**config.mk**
```make
export PLATFORM = sky130hd
export DESIGN_NAME = pwm_sample_sequencer
export DESIGN_NICKNAME = d
export VERILOG_FILES = /design/src/rtl/pwm_sample_sequencer.sv
export SDC_FILE = /design/constraint.sdc
export NUM_CORES = 1
export LEC_CHECK = 0
export ABC_AREA = 1
export CAP_MARGIN = 20
export CORE_UTILIZATION = 55
export CTS_BUF_LIST = sky130_fd_sc_hd__clkbuf_16
export DETAILED_ROUTE_END_ITERATION = 10
export DONT_BUFFER_PORTS = 1
export GPL_TIMING_DRIVEN = 0
export PLACE_DENSITY = 0.79
export REMOVE_ABC_BUFFERS = 1
export SKIP_CTS_REPAIR_TIMING = 1
export SKIP_LAST_GASP = 1
export SLEW_MARGIN = 20
export SYNTH_ARGS = -nofsm -noshare
export SYNTH_HDL_FRONTEND = slang
export SYNTH_SLANG_ARGS = --single-unit
```
**constraint.sdc**
```tcl
create_clock -name Clock -period 3.75 [get_ports Clock]
set_input_delay 0.75 -clock Clock [delete_from_list [all_inputs] [get_ports Clock]]
set_output_delay 0.75 -clock Clock [all_outputs]
set_load 0.1 [all_outputs]
```
**src/rtl/pwm_sample_sequencer.sv**
```systemverilog
// Sample FIFO and playback sequencer that feeds duty values to a PWM.
// Define PWM_SEQ_UNDERRUN_COUNT_EN to enable the saturating underrun counter.
module pwm_sample_sequencer #(
   parameter int SAMPLE_WIDTH = 8,
   parameter int FIFO_DEPTH   = 16,
   parameter int PRIME_LEVEL  = 8
) (
   input  logic                          Clock,
   input  logic                          Reset,
   input  logic                          Start,
   input  logic                          Stop,
   input  logic [SAMPLE_WIDTH-1:0]       SampleIn,
   input  logic                          SampleValid,
   output logic                          SampleReady,
   input  logic                          PeriodEnd,
   output logic [SAMPLE_WIDTH-1:0]       Duty,
   output logic                          Playing,
   output logic                          Underrun,
   output logic [$clog2(FIFO_DEPTH):0]   FifoLevel,
   output logic [15:0]                   UnderrunCount
);

   localparam int AW = $clog2(FIFO_DEPTH);
   localparam logic [AW:0] FULL_LVL  = FIFO_DEPTH[AW:0];
   localparam logic [AW:0] PRIME_LVL = PRIME_LEVEL[AW:0];
   localparam logic [SAMPLE_WIDTH-1:0] MID =
      {1'b1, {(SAMPLE_WIDTH-1){1'b0}}};

   typedef enum logic [1:0] {
      IDLE,
      PRIME,
      PLAY,
      DRAIN
   } state_t;

   state_t state;
   state_t state_nxt;

   logic [SAMPLE_WIDTH-1:0] mem [FIFO_DEPTH];
   logic [AW-1:0] wptr;
   logic [AW-1:0] rptr;
   logic empty;
   logic full;
   logic push;
   logic pop;
   logic underrun_ev;
   logic drain_done;

   assign empty = (FifoLevel == '0);
   assign full  = (FifoLevel == FULL_LVL);

   // Room is judged on the registered level only; a same-cycle pop does not free a slot.
   assign SampleReady = !full && !Reset;
   assign push = SampleValid && SampleReady;

   always_ff @(posedge Clock) begin
      if (Reset)
         state <= IDLE;
      else
         state <= state_nxt;
   end

   always_comb begin
      state_nxt = state;
      unique case (state)
         IDLE: begin
            if (Start && !Stop)
               state_nxt = PRIME;
         end
         PRIME: begin
            if (Stop)
               state_nxt = IDLE;
            else if (FifoLevel >= PRIME_LVL)
               state_nxt = PLAY;
         end
         PLAY: begin
            if (Stop)
               state_nxt = DRAIN;
            else if (PeriodEnd && empty)
               state_nxt = PRIME;
         end
         DRAIN: begin
            if (PeriodEnd && empty)
               state_nxt = IDLE;
         end
         default: state_nxt = IDLE;
      endcase
   end

   always_comb begin
      Playing     = 1'b0;
      pop         = 1'b0;
      underrun_ev = 1'b0;
      drain_done  = 1'b0;
      unique case (state)
         PLAY: begin
            Playing     = 1'b1;
            pop         = PeriodEnd && !empty;
            underrun_ev = PeriodEnd && empty && !Stop;
         end
         DRAIN: begin
            Playing    = 1'b1;
            pop        = PeriodEnd && !empty;
            drain_done = PeriodEnd && empty;
         end
         default: begin
         end
      endcase
   end

   always_ff @(posedge Clock) begin
      if (push)
         mem[wptr] <= SampleIn;
   end

   // Pointers are AW bits wide, so they wrap modulo FIFO_DEPTH on their own.
   always_ff @(posedge Clock) begin
      if (Reset) begin
         wptr      <= '0;
         rptr      <= '0;
         FifoLevel <= '0;
         Duty      <= '0;
         Underrun  <= 1'b0;
      end else begin
         Underrun <= underrun_ev;
         if (push)
            wptr <= wptr + 1'b1;
         if (pop)
            rptr <= rptr + 1'b1;
         if (push && !pop)
            FifoLevel <= FifoLevel + 1'b1;
         else if (!push && pop)
            FifoLevel <= FifoLevel - 1'b1;
         if (pop)
            Duty <= mem[rptr];
         else if (underrun_ev)
            Duty <= MID;
         else if (drain_done)
            Duty <= '0;
      end
   end

`ifdef PWM_SEQ_UNDERRUN_COUNT_EN
   logic [15:0] ucnt;

   always_ff @(posedge Clock) begin
      if (Reset)
         ucnt <= '0;
      else if (underrun_ev && ucnt != 16'hFFFF)
         ucnt <= ucnt + 16'd1;
   end

   assign UnderrunCount = ucnt;
`else
   assign UnderrunCount = '0;
`endif

endmodule

```
; ---- Word-level counts from Yosys, hierarchy flattened
; Memories as Yosys holds them, arrays and structs flattened. A register that Yosys moved wholly into a read port is not among the register bits.
; Index checks and enable logic that the tools add are counted.
[totals]
in_bits = 14
ramBits = 128
memories = 1
elab_cells = 60
output_inout_bits = 32
ff_bits = 24
[mem_list]
columns = name, depth, word_bits, rd, rd_clocked_by_memory_dff, wr, line_no
row1 = mem, 16, 8, 1, 1, 1, 39  ; logic [SAMPLE_WIDTH-1:0] mem [FIFO_DEPTH];
[classes]
n_lt_le_gt_ge = 1
n_reduce_logical = 20
eq_ne = 8
add_sub_neg = 4
mux = 20
[op_table]
columns = op, n
row1 = 8-bit 2-to-1 mux, 3
row2 = 2-bit 2-to-1 mux, 6
row3 = 5-bit 2-to-1 mux, 2
row4 = "4-bit by 1-bit adder with 4-bit output, second input constant", 2
row5 = 1-bit logical AND, 8
row6 = 4-bit 2-to-1 mux, 2
row7 = 2-bit case mux with 4 select lines, 1
row8 = 1-bit zero test, 6
row9 = 1-bit 2-to-1 mux, 6
row10 = "3-bit != test, second input constant", 2
row11 = "5-bit by 1-bit adder with 5-bit output, second input constant", 1
row12 = "5-bit equality test, second input constant", 1
row13 = "5-bit by 4-bit >= comparator with 1-bit output, second input constant", 1
row14 = 5-bit zero test, 1
row15 = "5-bit by 1-bit subtractor with 5-bit output, second input constant", 1
row16 = "2-bit equality test, second input constant", 2
row17 = "2-bit != test, second input constant", 2
row18 = 4-bit AND reduction, 1
row19 = 3-bit nonzero test, 1
row20 = "2-bit by 1-bit equality test with 1-bit output, second input constant", 1
row21 = 2-bit zero test, 1
row22 = 2-bit nonzero test, 1
row23 = 2-bit OR reduction, 1

; ---- Logic depth before layout (Yosys ltp)
[logic_depth]
ltp_word = 8
mapped_depth = 13
depth_no_buf = 13

; ---- Worst setup path after synthesis
; Ideal clock, no wire load.
[synth_timing]
path_type = flip-flop to flip-flop
from = register FifoLevel[1]
to = register FifoLevel[4]
period_less_slack_ns = 2.856
arrival_time_ns = 2.786
setup_time_ns = 0.070
n_path_buf = 0
required_time_ns = 3.680
setup_slack_ns = 0.894
stages_incl_launch_ff = 14
cell_sequence = dfxtp_1 inv_1 nand4_1 nand3_2 inv_2 ha_1 inv_1 ha_1 inv_1 o21ai_0 a21oi_1 xor2_1 nand2_1 a21oi_1
[synth_between]
elab_chain_len = 7
elab_cells_between_ends = 17
classes_between = add/sub (2) / eq/ne (1) / mux (3) / reduce/logical (11)
[synth_rtl]
columns = element, line_no
row1 = from (decl), 19  ; output logic [$clog2(FIFO_DEPTH):0] FifoLevel,
row2 = from (signal assigned), 131  ; FifoLevel <= FifoLevel + 1'b1;
row3 = from (signal assigned), 133  ; FifoLevel <= FifoLevel - 1'b1;
row4 = 5-bit equality test *, 50  ; assign full = (FifoLevel == FULL_LVL);
row5 = 1-bit zero test *, 53  ; assign SampleReady = !full && !Reset;
row6 = 1-bit logical AND *, 53
row7 = 1-bit logical AND *, 54  ; assign push = SampleValid && SampleReady;
row8 = named net push, 44  ; logic push;
row9 = 1-bit zero test, 132  ; else if (!push && pop)
row10 = 1-bit logical AND, 132
row11 = 2-bit nonzero test (no source line), n/a
; Mark *: on every way through the listed nets, which the timed path passes. The rest lies on a longest branch. The select of a mux whose other input is x is not followed.
; A chain may end at the register's enable or synchronous reset.

; ---- Worst setup path after layout
[layout_timing]
from = register FifoLevel[1]
to = output port SampleReady
[layout_between]
elab_chain_len = 3
[layout_rtl]
columns = element, line_no
row1 = 5-bit equality test, 50
row2 = 1-bit zero test, 53
row3 = 1-bit logical AND, 53
row4 = to (decl), 14  ; output logic SampleReady,
; Every way passes these cells.

==> results.ini <==
[worst_setup_path]
path_cells=inv_1 -> nand4_1 -> nand2_1 -> inv_1
critPathBufInv=2
path_common_cell=inv_1
critical_path_class=reg -> out
crit_required_ps=3000
cpMaxStageDelayCell=dfxtp_1
worst_path_dominant_cell_family=flip-flops
critPathCaptureType=output port
critPathArrivalTime_ps=2590
slowest_delay_ps=1000
crit_path_max_fanout=4
rr_startpoint=FifoLevel[1]$_SDFFE_PP0P_
cp-start-kind=register
cp-startpoint=FifoLevel[1]$_SDFFE_PP0P_

[cells_and_area]
layout-drive-gt1-share_pct=6.699
final_nets=638
layout-area-overhead-vs-synth_pct=7.091
n_antenna_cell=0

[floorplanning]
fp-row-count=39
die_area_mm2=0.01260
die_x_um=112.3
start_util_pct=57.58
fp.dieH_um=112.3
core_area_mm2=0.01161
num_io_pins=46

[flow_run]
maxCapViolCount=0

[synthesis]
synth_edf_count=128
syn_area_mm2=0.006688
yosysTopAreaCellShare_pct=57.47
ys_ff_latch=156
yosysWarnings=0
synthArstFlopShare_pct=0
avgSynthCellArea_um2=10.70
synth.area.top_cells=edfxtp_1, nand3_1, nand2_1, dfxtp_1, inv_1
yosys.cell_types.count=26
yosysSeqAreaShare_pct=65.86
ys.flop_type=edfxtp_1
syn_inst=625
synth_top_area_cell=edfxtp_1

[cts]
clk_pin_slew_worst_paths_ps=60
tritoncts=done
cts_buffers=17
clockBufferDepth=2
root_buffer=clkbuf_16
cts_max_level=4
clock_latency_ps=430
clock_sinks=156

[timing]
tightest_slew_ps=1136
finalHoldViolations=0
max_clock_freq_ghz=0.2995
hold_slack_ps=386.3
fin_crit_ps=3339
slew_headroom_pct=24.15
setup_viol=0
fin_skew_ps=11.04
slew_viol_final=0
rsz0062_at_grt=no
fin_crit_sh_pct=89.04
fin_ws_ps=411.1

[pwr]
peakVddDrop_mv=0.3900
total_power_mw=3.796
powerDensity_mw_per_mm2=530.1
p_leak_nw=2.632

[placed_design]
numPortBuffers=0
place.gp.congestion=0.8889
post-dp-hpwl_um=8070
dp_slack_ps=588.7

[global_routing]
grt_max_degree=66
grt.overflow.total=0
grt_pass1_wl_um=21780
grt_pass1_vias=4365
track_usage_pct=23.53
antenna_found_initial=0

[routing]
via_count=4512
firstDrtPassIters=11
drt_iter0_drc=571
wire_per_inst_um=18.12
routed_wl_um=13950
viasPerCell=5.860
ant_nets=0
drcViolationCount=3

[outcome]
status=finished, violations left
violations=DRC

[worst_hold_path]
holdCritStartpoint=Reset
min_path_type=in -> reg

## per-stage QoR
stage / instance area (µm²) / TNS (ps) / utilization (%) / std cells
2_1_floorplan: 6425 / 0 / - / 595
6_report: 7162 / 0 / 61.67 / 770
4_1_cts: 7161 / 0 / 61.66 / 770
5_1_grt: 7162 / 0 / 61.67 / 770
3_3_place_gp: 6604 / -1496 / 56.86 / 738
3_5_place_dp: 6609 / 0 / 56.91 / 738
## flip-flops by register name, indices dropped and copies added, names as in the netlist, named ones only
register,cells
mem,128
Duty,8
FifoLevel,5
rptr,4
wptr,4
state,2
Underrun,1
## power breakdown
group | switching [mW] | leakage, nW | internal, mW
clock network | 0.677 | 0.259 | 0.908
registers | 0.0871 | 1.38 | 1.90
logic | 0.175 | 0.991 | 0.0537
## final timing paths
path,to,slack (ps),cells past startpoint
worst min register to register,wptr[3]$_SDFFE_PP0P_,520,2
worst min-delay path,Duty[0]$_SDFFE_PP0P_,390,1
worst max register to register,FifoLevel[4]$_SDFFE_PP0P_,510,13
worst max-delay path,SampleReady,410,4
## synthesized netlist by cell type (all sizes together) (2+ instances only)
cell type,count
dfxtp,28
ha,9
buf,41
nor3,4
nand3,135
o21ai,9
a21oi,20
nor2,32
nand2,161
clkbuf,4
nand4,2
edfxtp,128
inv,45
xor2,3
## final cells by class
cell class / count / area (µm²)
Clock buffer: 17 / 425.4
Clock inverter: 15 / 126.4
Fill cell: 847 / 4452
Inverter: 45 / 170.2
Multi-Input combinational cell: 394 / 1852
Sequential cell: 156 / 4409
Tap cell: 143 / 178.9
## logic make-up after synthesis
family                   after synthesis  share of synthesized area (%)
AO/OA/AOI/OAI                         29                          2.170
XOR/XNOR                               4                         0.5239
AND/OR/NAND/NOR                      335                          22.11
adder cells (fa/ha/maj)               10                          1.983
other                                  1                        0.05607
buffers and inverters                 90                          7.296
flip-flops                           156                          65.86
## per-layer routing
metal  global-route usage [%]  wire, µm  vias up
li1                         -         -     2077
met1                    28.88      5407     2182
met2                    37.47      6911      215
met3                    6.533      1144       38
met4                    14.04       488        0
met5                        0         0        -
## placed cells by master, fill, tap and decap left out
| cell | netlist | final |
|---|---|---|
| o21ai_0 | 9 | 9 |
| fa_1 | 1 | 1 |
| nor2_4 | 1 | 1 |
| clkinv_2 | 0 | 3 |
| nor3_1 | 4 | 4 |
| xnor2_1 | 1 | 1 |
| a21oi_1 | 20 | 20 |
| clkinv_4 | 0 | 2 |
| nand3_1 | 133 | 133 |
| inv_2 | 4 | 3 |
| nor2_2 | 3 | 3 |
| nand2_1 | 161 | 161 |
| clkinv_1 | 0 | 2 |
| nor2_1 | 28 | 28 |
| nand3_2 | 1 | 1 |
| inv_1 | 41 | 42 |
| nand4_2 | 1 | 1 |
| inv_8 | 0 | 1 |
| conb_1 | 1 | 16 |
| edfxtp_1 | 128 | 128 |
| nand3b_1 | 1 | 1 |
| dfxtp_1 | 28 | 26 |
| nand4_1 | 1 | 1 |
| dfxtp_2 | 0 | 1 |
| bufinv_16 | 0 | 1 |
| ha_1 | 9 | 9 |
| clkbuf_16 | 0 | 17 |
| clkinvlp_4 | 0 | 5 |
| xor2_1 | 3 | 3 |
| dfxtp_4 | 0 | 1 |
| inv_6 | 0 | 1 |
| nand3_4 | 1 | 1 |
Note: power is estimated with default switching activity, not from simulation.
